**src/rtl/remap_scheduler.sv**
```systemverilog
// Round-robin scheduler sharing one tilt-to-LED remapper between two players,
// with per-player shadow results published together on a frame tick.
module remap_scheduler #(
  parameter int TICK_DIV = 50000,
  parameter int W        = 16
) (
  input  logic         clk,
  input  logic         rst,
  input  logic [W-1:0] p0_sample,
  input  logic         p0_valid,
  output logic         p0_ready,
  input  logic [W-1:0] p1_sample,
  input  logic         p1_valid,
  output logic         p1_ready,
  output logic [W-1:0] rm_in,
  input  logic [9:0]   rm_board_posit,
  input  logic         rm_neg,
  output logic [9:0]   p0_posit,
  output logic         p0_neg,
  output logic [9:0]   p1_posit,
  output logic         p1_neg,
  output logic         frame_tick,
  output logic         busy
);

  localparam int CW = (TICK_DIV > 1) ? $clog2(TICK_DIV) : 1;
  localparam logic [CW-1:0] LAST = CW'(TICK_DIV - 1);

  typedef enum logic [1:0] {IDLE, DRIVE, CAPTURE} state_t;

  state_t          state, state_next;
  logic            pending0, pending1;
  logic [W-1:0]    hold0, hold1;
  logic            grant, grant_next;
  logic            last_grant;
  logic [9:0]      shadow_posit0, shadow_posit1;
  logic            shadow_neg0, shadow_neg1;
  logic [CW-1:0]   count;
  logic            accept0, accept1;

  assign p0_ready   = !pending0;
  assign p1_ready   = !pending1;
  assign accept0    = p0_valid && !pending0;
  assign accept1    = p1_valid && !pending1;
  assign busy       = (state != IDLE);
  assign frame_tick = (count == LAST);

  // A pending flag clears only on its own capture edge; since ready is low
  // while pending, an accept and a clear never target the same player at once.
  always_ff @(posedge clk or posedge rst) begin
    if (rst) begin
      pending0 <= 1'b0;
      pending1 <= 1'b0;
      hold0    <= '0;
      hold1    <= '0;
    end else begin
      if (accept0) begin
        hold0    <= p0_sample;
        pending0 <= 1'b1;
      end else if (state == CAPTURE && !grant) begin
        pending0 <= 1'b0;
      end
      if (accept1) begin
        hold1    <= p1_sample;
        pending1 <= 1'b1;
      end else if (state == CAPTURE && grant) begin
        pending1 <= 1'b0;
      end
    end
  end

  always_comb begin
    state_next = state;
    grant_next = grant;
    case (state)
      IDLE: begin
        if (pending0 || pending1) begin
          state_next = DRIVE;
          if (pending0 && pending1) grant_next = !last_grant;
          else                      grant_next = pending1;
        end
      end
      DRIVE:   state_next = CAPTURE;
      CAPTURE: state_next = IDLE;
      default: state_next = IDLE;
    endcase
  end

  // DRIVE gives the remapper a full cycle to settle before CAPTURE samples it.
  always_ff @(posedge clk or posedge rst) begin
    if (rst) begin
      state         <= IDLE;
      grant         <= 1'b0;
      last_grant    <= 1'b1;
      rm_in         <= '0;
      shadow_posit0 <= '0;
      shadow_neg0   <= 1'b0;
      shadow_posit1 <= '0;
      shadow_neg1   <= 1'b0;
    end else begin
      state <= state_next;
      grant <= grant_next;
      if (state == IDLE && state_next == DRIVE)
        rm_in <= grant_next ? hold1 : hold0;
      if (state == CAPTURE) begin
        last_grant <= grant;
        if (grant) begin
          shadow_posit1 <= rm_board_posit;
          shadow_neg1   <= rm_neg;
        end else begin
          shadow_posit0 <= rm_board_posit;
          shadow_neg0   <= rm_neg;
        end
      end
    end
  end

  // Publishing reads the pre-edge shadows, so a capture on the tick edge
  // waits for the following tick.
  always_ff @(posedge clk or posedge rst) begin
    if (rst) begin
      count    <= '0;
      p0_posit <= '0;
      p0_neg   <= 1'b0;
      p1_posit <= '0;
      p1_neg   <= 1'b0;
    end else begin
      if (count == LAST) begin
        count    <= '0;
        p0_posit <= shadow_posit0;
        p0_neg   <= shadow_neg0;
        p1_posit <= shadow_posit1;
        p1_neg   <= shadow_neg1;
      end else begin
        count <= count + CW'(1);
      end
    end
  end

endmodule

```
**config.mk**
```make
export PLATFORM = sky130hd
export DESIGN_NAME = remap_scheduler
export DESIGN_NICKNAME = d
export VERILOG_FILES = /design/src/rtl/remap_scheduler.sv
export SDC_FILE = /design/constraint.sdc
export NUM_CORES = 1
export LEC_CHECK = 0
export CORE_ASPECT_RATIO = 1.5
export CORE_MARGIN = 2
export CORE_UTILIZATION = 53
export CTS_BUF_LIST = sky130_fd_sc_hd__clkbuf_2 sky130_fd_sc_hd__clkbuf_4 sky130_fd_sc_hd__clkbuf_8
export CTS_CLUSTER_SIZE = 25
export DETAILED_ROUTE_END_ITERATION = 7
export HOLD_SLACK_MARGIN = 0.05
export PLACE_DENSITY = 0.81
export SYNTH_ARGS = -nofsm -noshare
export SYNTH_HDL_FRONTEND = slang
export SYNTH_SLANG_ARGS = --single-unit
```
**constraint.sdc**
```tcl
create_clock -name clk -period 4.75 [get_ports clk]
set_input_delay 1.425 -clock clk [delete_from_list [all_inputs] [get_ports clk]]
set_output_delay 1.425 -clock clk [all_outputs]
set_load 0.02 [all_outputs]
```
==> out/metrics.yaml, run 1 <==
outcome:
  status: "completed"
synthesis:
  syn_nets: 393
  ys_types: 29
  synth-seq-cells: 114
  synth_edf_count: 0
  synthTopCellsByArea: "dfrtp_1, mux2_2, mux2_4, nand2_1, nor2_1"
  synth-main-ff-cell: "dfrtp_1"
  async_flop_share: 1.00
  ys_warn_count: 0
  yosysTopAreaCellShare: 0.615
  syn_area_mm2: 0.00459
  synth_cells: 345
  yosysSeqAreaShare: 0.621
  yosys.area.top_type: "dfrtp_1"
  synth_area_per_cell_um2: 13.3
critical_path:
  r2r_start: "state[0]$_DFF_PP0_"
  cp-start-kind: "flip-flop"
  crit_fanout: 9
  crit_required_ps: 3320
  path_class: "reg -> out"
  endpoint: "frame_tick"
  worst-r2r-setup-slack_ps: 2710
  crit_path_max_incr_delay_ps: 610
  slowest_stage: "clkdlybuf4s50_1"
  cp_cell_sequence: "ha_1 > and3_1 > nand4_2 > clkinv_1 > clkdlybuf4s50_1"
  worstSetupStartpoint: "count[0]$_DFF_PP0_"
  critPathCaptureType: "output port"
  r2r-end: "shadow_posit0[2]$_DFFE_PP0P_"
  crit_arrival_ps: 2250
  reg2reg_depth: 3
routing:
  vias_per_cell: 5.37
  ant_nets: 0
  wl_per_cell_um: 16.6
  drcViolationCount: 0
  via_count: 3022
  drtIter0Drc: 164
  wl_um: 9340
  dr.pass1.iters: 4
cells_and_area:
  layout.nets: 491
  antenna_cells: 0
  syn_to_final_growth_pct: 31.9
  most-common-layout-cells: "dfrtp_1, clkdlybuf4s50_1, mux2_2"
  final_common_cell: "dfrtp_1"
  drive_above_1_share: 0.259
power_and_ir_drop:
  seqPwrFrac: 0.416
  power_switching_share: 0.299
  switching_power_w: 0.00108
  peakVddDrop_mv: 0.476
  leakage_nw: 2.72
  internal-power_w: 0.00252
  clkPwrFrac: 0.297
  p_total_w: 0.00360
  p_per_area_mw_per_mm2: 594
  share_comb_of_total_power: 0.287
sta:
  drv_slew: 0
  hold_violations: 0
  whs_ps: 485
  rsz0062_at_grt: "false"
  worst_slew_pin_slew_ps: 1230
  maxSlewHeadroom: 0.177
  period_needed_ps: 3680
  finalSetupViolations: 0
  period_share: 0.774
  max_clock_freq_mhz: 272
  tns_ps: 0
  setup_ws_ps: 1070
  skew_ps: 11.1
floorplan:
  dieHeight_um: 118
  row_count: 41
  die_area_mm2: 0.00944
  initial_core_util: 0.546
  ioPinCount: 89
  fp.dieW_um: 80.0
  design.core.area_mm2: 0.00841
placed_design:
  io_buffers: 88
  preCtsSetupSlack_ps: 1530
  place_hpwl_um: 6250
  gp_congestion: 0.788
cts:
  cts.sinks: 114
  postCtsResizedCells: 0
  cts_hold_buf: 0
  root_buffer: "clkbuf_8"
  cts_buffers: 17
  cts_max_path_buffers: 2
  htree_num_levels: 4
  clock_latency_ps: 430
  cts_setup_buffers: 0
  clk_pin_slew_ps: 70
  cts_tree: "yes"
grt:
  gr-total-overflow: 0
  grt_start_max_net_pins: 67
  grt_usage: 0.220
  grt_pass1_wl_um: 15700
  antenna_found_initial: 0
  grt_pass1_vias: 3265
hold_path:
  hold_start: "last_grant$_DFFE_PP1N_"
  min_path_type: "reg -> reg"
  hold_path_depth: 2
job:
  cap_viol_max_count: 0
-- registers in the layout (all words and copies together), names as in the netlist, 2 cells and up --
| register | count |
|---|---|
| rm_in | 16 |
| hold0 | 16 |
| shadow_posit1 | 10 |
| hold1 | 16 |
| shadow_posit0 | 10 |
| p0_posit | 10 |
| state | 2 |
| p1_posit | 10 |
| count | 16 |
-- synth_stat cells (all sizes together) (2+ instances only) --
master / count
nand2b: 2
mux2: 76
nor2: 31
nor4: 3
nor3: 6
clkbuf: 4
nor2b: 3
xor2: 6
a31oi: 16
inv: 7
xnor2: 8
nand4: 4
dfrtp: 113
and3: 2
nand3: 8
buf: 10
nand2: 37
-- critical path, delay by kind of cell, from the launching register on --
kind          cells  cell delay, ps
simple gates      2             330
buf+inv           2             840
fa+ha+maj         1             240
flops             1             410
-- how the worst min path moves through the flow --
stage	endpoint
floorplan	last_grant$_DFFE_PP1N_
global placement	last_grant$_DFFE_PP1N_
detailed placement	last_grant$_DFFE_PP1N_
CTS	state[1]$_DFF_PP0_
global route	state[1]$_DFF_PP0_
finish	last_grant$_DFFE_PP1N_
-- power groups by stage --
stage          clock network [W]  registers, W  logic, W
2_1_floorplan                  0       0.00154  0.000629
3_3_place_gp                   0       0.00149  0.000996
3_5_place_dp                   0       0.00151   0.00103
4_1_cts                  0.00108       0.00150   0.00104
5_1_grt                  0.00114       0.00153   0.00112
6_report                 0.00107       0.00150   0.00103
-- cell families after synthesis --
group / count (synthesis) / share of synthesized area
buffers and inverters: 22 / 0.0234
flip-flops: 114 / 0.621
AO/OA/AOI/OAI: 19 / 0.0275
AND/OR/NAND/NOR: 99 / 0.0975
multiplexers: 76 / 0.201
adder cells (fa/ha/maj): 1 / 0.00272
XOR/XNOR: 14 / 0.0267
-- routing by layer --
layer / track usage / up-vias / wire, um
met5: 0 / - / 0
met3: 0.0767 / 16 / 509
met1: 0.263 / 1536 / 3780
met4: 0.0890 / 0 / 169
li1: - / 1376 / -
met2: 0.358 / 94 / 4880
-- area by class of cell --
cell class,instances,area (um2)
Clock buffer,23,298
Clock inverter,9,176
Fill cell,588,2350
Inverter,8,32.5
Multi-Input combinational cell,209,1630
Sequential cell,114,2850
Tap cell,107,134
Timing Repair Buffer,93,931
-- metrics by stage --
| step | instance area [um2] | utilization | std cells |
|---|---|---|---|
| after floorplan | 4590 | - | 345 |
| after global placement | 5580 | 0.664 | 531 |
| after detailed placement | 5580 | 0.664 | 531 |
| after CTS | 6060 | 0.720 | 563 |
| after global routing | 6060 | 0.720 | 563 |
| final | 6060 | 0.720 | 563 |
(Power assumes the default switching activity.)
==> run 2, diff against run 1 <==
==> constraint.sdc (replaced) <==
create_clock -name clk -period 3.7 [get_ports clk]
set_input_delay 1.11 -clock clk [delete_from_list [all_inputs] [get_ports clk]]
set_output_delay 1.11 -clock clk [all_outputs]
set_load 0.02 [all_outputs]
==> out/metrics.yaml, run 2 (same netlist as run 1, synthesis figures left out) <==
grt:
  gr-total-overflow: 0  # unchanged
  grt_usage: 0.217  # -0.00290
  grt_pass1_wl_um: 15400  # -1.7%
  antenna_found_initial: 0  # unchanged
  grt_start_max_net_pins: 42  # -37%
  grt_pass1_vias: 3238  # -0.83%
cts:
  cts.sinks: 114  # unchanged
  cts_setup_buffers: 0  # unchanged
  cts_buffers: 17  # unchanged
  htree_num_levels: 4  # unchanged
  postCtsResizedCells: 0  # unchanged
  cts_hold_buf: 0  # unchanged
  clk_pin_slew_ps: 70  # about the same
  cts_tree: "yes"
  cts_max_path_buffers: 2  # unchanged
  clock_latency_ps: 430  # about the same
  root_buffer: "clkbuf_8"
critical_path:
  cp-start-kind: "flip-flop"
  cp_num_buf_inv: 2  # unchanged
  path_class: "reg -> out"
  cp_cell_sequence: "ha_1 > and3_1 > nand4_2 > clkinv_1 > clkdlybuf4s50_1"
  crit_arrival_ps: 2230  # -20 ps
  critPathCaptureType: "output port"
  crit_required_ps: 2590  # -730 ps
  crit_path_max_incr_delay_ps: 610  # about the same
  cp.depth: 5  # unchanged
  crit_family: "buffers and inverters"
  crit_fanout: 9  # unchanged
  reg2reg_depth: 5  # +2
  slowest_stage: "clkdlybuf4s50_1"
sta:
  worst_slew_pin_slew_ps: 829  # -401 ps
  hold_violations: 0  # unchanged
  rsz0062_at_grt: "false"
  skew_ps: 11.4  # +0.393 ps
  finalSetupViolations: 0  # unchanged
  drv_slew: 0  # unchanged
  whs_ps: 470  # -15.0 ps
  maxSlewHeadroom: 0.446  # +0.269
  setup_ws_ps: 356  # -718 ps
  period_share: 0.904
  period_needed_ps: 3340
  tns_ps: 0  # unchanged
  max_clock_freq_mhz: 299
power_and_ir_drop:
  leakage_nw: 2.70  # -0.65%
  peakVddDrop_mv: 0.568  # +19%
  p_per_area_mw_per_mm2: 741  # +25%
placed_design:
  place_area_mm2: 0.00562  # +0.65%
  place_hpwl_um: 6440  # +3.1%
  gp_congestion: 0.817  # +3.8%
  io_buffers: 88  # unchanged
  preCtsSetupSlack_ps: 805  # -722 ps
floorplan:
  dieHeight_um: 118  # unchanged
  ioPinCount: 89  # unchanged
  fp.dieW_um: 80.0  # unchanged
  design.core.area_mm2: 0.00841  # unchanged
  initial_core_util: 0.546  # unchanged
  row_count: 41  # unchanged
  die_area_mm2: 0.00944  # unchanged
routing:
  dr.pass1.iters: 4  # unchanged
  wl_per_cell_um: 16.4  # -1.3%
  ant_nets: 0  # unchanged
  drtIter0Drc: 100  # -39%
  via_count: 3003  # -0.63%
  vias_per_cell: 5.31  # -1.2%
  wl_um: 9270  # -0.74%
  drcViolationCount: 0  # unchanged
outcome:
  status: "completed"
hold_path:
  hold_path_depth: 2  # unchanged
  min_path_type: "reg -> reg"
cells_and_area:
  most-common-layout-cells: "dfrtp_1, clkdlybuf4s50_1, mux2_2"
  fillers: 620  # +5.4%
  final_area_mm2: 0.00605  # -0.10%
  layout.nets: 494  # +0.61%
  multiInputGateArea_mm2: 0.00163  # unchanged
  drive_above_1_share: 0.264  # +0.00484
  final_common_cell: "dfrtp_1"
  antenna_cells: 0  # unchanged
  utilization: 0.719  # -0.000744
  seqCellArea_mm2: 0.00285  # unchanged
  syn_to_final_growth_pct: 31.7
job:
  cap_viol_max_count: 0  # unchanged
-- run 2: power breakdown --
part           switching, W  internal, W
logic              0.000652     0.000685
registers          0.000234      0.00168
clock network      0.000509     0.000720
total               0.00140      0.00309
-- run 2: worst min-delay path, cell delays in order, from the launching register on --
cell and delay [ps]:
dfstp_2 370, nand2_1 50, nand2_1 50
-- run 2: per-stage QoR --
step	total power (W)	cells
finish	0.00448	566
CTS	0.00453	566
floorplan	0.00279	345
global placement	0.00321	534
detailed placement	0.00329	534
global route	0.00476	566
-- run 2: area by class of cell --
cell class | count | area share
clock inverters | 12 | 0.0258
multi-input cells | 209 | 0.270
flip-flops and latches | 114 | 0.472
inverters | 8 | 0.00558
well taps | 107 | 0.0221
clock buffers | 20 | 0.0455
repair buffers | 96 | 0.160
-- run 2: worst paths after layout --
kind / slack (ps) / from / to
setup / recovery: 360 / count[0]$_DFF_PP0_ / frame_tick
hold / removal: 470 / last_grant$_DFFE_PP1N_ / last_grant$_DFFE_PP1N_
setup reg to reg: 1810 / state[1]$_DFF_PP0_ / rm_in[6]$_DFFE_PP0P_
hold reg to reg: 470 / last_grant$_DFFE_PP1N_ / last_grant$_DFFE_PP1N_
max in group asynchronous: 1800 / rst / last_grant$_DFFE_PP1N_
min in group asynchronous: 1190 / rst / p1_posit[3]$_DFFE_PP0N_
-- run 2: layer usage --
layer	track usage	vias to the layer above	routed length (um)
met5	0	-	0
met4	0.0837	0	110
met3	0.0775	10	536
met2	0.355	92	4990
met1	0.258	1517	3640
li1	-	1384	-
==> run 3, diff against run 2 <==
--- a/config.mk
+++ b/config.mk
@@ -6,7 +6,7 @@
 export NUM_CORES = 1
 export LEC_CHECK = 0
 export CORE_ASPECT_RATIO = 1.5
-export CORE_MARGIN = 2
+export CORE_MARGIN = 10
 export CORE_UTILIZATION = 53
 export CTS_BUF_LIST = sky130_fd_sc_hd__clkbuf_2 sky130_fd_sc_hd__clkbuf_4 sky130_fd_sc_hd__clkbuf_8
 export CTS_CLUSTER_SIZE = 25
==> out/metrics.yaml, run 3 (same netlist as run 1, synthesis figures left out) <==
outcome:
  status: "completed"
sta:
  maxSlewHeadroom: 0.478  # +0.0314
  worst_slew_pin_slew_ps: 781  # -47.8 ps
  skew_ps: 6.98  # -4.47 ps
  hold_violations: 0  # unchanged
  finalSetupViolations: 0  # unchanged
  drv_slew: 0  # unchanged
  rsz0062_at_grt: "false"
  period_needed_ps: 3340  # -0.971 ps
  max_clock_freq_mhz: 299  # about the same
  period_share: 0.903  # about the same
  tns_ps: 0  # unchanged
power_and_ir_drop:
  p_per_area_mw_per_mm2: 733  # -1.0%
  leakage_nw: 2.71  # +0.32%
  peakVddDrop_mv: 0.565  # -0.51%
  internal-power_w: 0.00310  # +0.45%
  seqPwrFrac: 0.434  # +0.006
  clkPwrFrac: 0.266  # -0.008
  power_switching_share: 0.298  # -0.0134
  switching_power_w: 0.00132  # -5.7%
  share_comb_of_total_power: 0.299  # about the same
critical_path:
  cp_cell_sequence: "ha_1 > and3_1 > nand4_2 > clkinv_1 > clkdlybuf4s50_1"
  crit_fanout: 9  # unchanged
  r2r-end: "p0_posit[2]$_DFFE_PP0N_"
  worst-r2r-setup-slack_ps: 1810  # about the same
  crit_required_ps: 2590  # about the same
  worstSetupStartpoint: "count[0]$_DFF_PP0_"
  reg2reg_depth: 5  # unchanged
  slowest_stage: "clkdlybuf4s50_1"
  path_class: "reg -> out"
  cp-start-kind: "flip-flop"
  r2r_start: "count[0]$_DFF_PP0_"
  endpoint: "frame_tick"
  crit_arrival_ps: 2230  # about the same
  critPathCaptureType: "output port"
  crit_path_max_incr_delay_ps: 620  # about the same
cells_and_area:
  seqCellArea_mm2: 0.00285  # unchanged
  multiInputGateArea_mm2: 0.00163  # unchanged
  layout.nets: 494  # unchanged
  instances_no_fill: 565  # -0.18%
  fillers: 591  # -4.7%
  antenna_cells: 0  # unchanged
  syn_to_final_growth_pct: 31.1
  drive_above_1_share: 0.262  # -0.00161
  most-common-layout-cells: "dfrtp_1, clkdlybuf4s50_1, mux2_2"
  final_common_cell: "dfrtp_1"
job:
  cap_viol_max_count: 0  # unchanged
cts:
  root_buffer: "clkbuf_8"
  clock_latency_ps: 410  # -20 ps
  cts_max_path_buffers: 2  # unchanged
  cts_buffers: 17  # unchanged
  postCtsResizedCells: 0  # unchanged
  cts.sinks: 114  # unchanged
  cts_hold_buf: 0  # unchanged
  clk_pin_slew_ps: 60  # about the same
  cts_setup_buffers: 0  # unchanged
  cts_tree: "yes"
  htree_num_levels: 4  # unchanged
floorplan:
  design.core.area_mm2: 0.00846  # +0.61%
  ioPinCount: 89  # unchanged
  fp.dieW_um: 96.0  # +20%
  initial_core_util: 0.543  # -0.00331
  die_area_mm2: 0.0129  # +36%
  row_count: 41  # unchanged
  dieHeight_um: 134  # +14%
routing:
  vias_per_cell: 5.25  # -0.99%
  drcViolationCount: 0  # unchanged
  via_count: 2968  # -1.2%
  ant_nets: 0  # unchanged
  wl_um: 9410  # +1.5%
  wl_per_cell_um: 16.7  # +1.7%
  dr.pass1.iters: 4  # unchanged
  drtIter0Drc: 95  # -5.0%
placed_design:
  place_inst: 534  # unchanged
  gp_congestion: 0.814  # -0.39%
  place_hpwl_um: 6670  # +3.6%
  io_buffers: 88  # unchanged
grt:
  grt_pass1_vias: 3284  # +1.4%
  grt_pass1_wl_um: 16000  # +3.6%
  grt_usage: 0.159  # -0.0580
  gr-total-overflow: 0  # unchanged
  grt_start_max_net_pins: 115  # +170%
  antenna_found_initial: 0  # unchanged
hold_path:
  min_path_type: "reg -> reg"
==> run 3: worst min path at each step <==
stage	from	to	slack, ps	depth (start not counted)
after detailed placement	last_grant$_DFFE_PP1N_	last_grant$_DFFE_PP1N_	450	2
after global placement	last_grant$_DFFE_PP1N_	last_grant$_DFFE_PP1N_	450	2
after CTS	last_grant$_DFFE_PP1N_	last_grant$_DFFE_PP1N_	460	2
after floorplan	last_grant$_DFFE_PP1N_	last_grant$_DFFE_PP1N_	440	2
after global routing	last_grant$_DFFE_PP1N_	last_grant$_DFFE_PP1N_	470	2
final	last_grant$_DFFE_PP1N_	last_grant$_DFFE_PP1N_	460	2
==> run 3: critical path: cells and delay by family (launching register included) <==
family	cells	cell delay, ps
adders and majority gates	1	240
buffers and inverters	2	850
DFF	1	400
and+or+nand+nor	2	330
==> run 3: stage by stage <==
stage	util	hold WS (ps)	total power, W	worst slack [ps]	cell area, um2
after floorplan	-	436	0.00279	1160	4600
after global placement	0.663	448	0.00322	830	5610
after detailed placement	0.663	447	0.00329	781	5610
after CTS	0.712	460	0.00448	312	6020
after global routing	0.712	471	0.00471	225	6020
final	0.712	455	0.00442	357	6020
==> run 3: power by group through the flow <==
stage	Combinational, W	Sequential [W]	Clock, W
global placement	0.00130	0.00191	0
CTS	0.00135	0.00192	0.00121
finish	0.00132	0.00192	0.00118
global route	0.00146	0.00197	0.00127
floorplan	0.000808	0.00198	0
detailed placement	0.00135	0.00194	0
==> run 3: routing by layer <==
layer | up-vias | global-route usage | routed length [um]
li1 | 1385 | - | -
met1 | 1484 | 0.179 | 3760
met2 | 86 | 0.261 | 4900
met3 | 13 | 0.0665 | 631
met4 | 0 | 0.0543 | 123
met5 | - | 0 | 0
==> run 3: area by class of cell <==
type,count,area share
Multi-Input combinational cell,209,0.271
Clock buffer,27,0.0575
Clock inverter,4,0.0116
Inverter,8,0.00561
Timing Repair Buffer,96,0.158
Tap cell,107,0.0222
Sequential cell,114,0.474
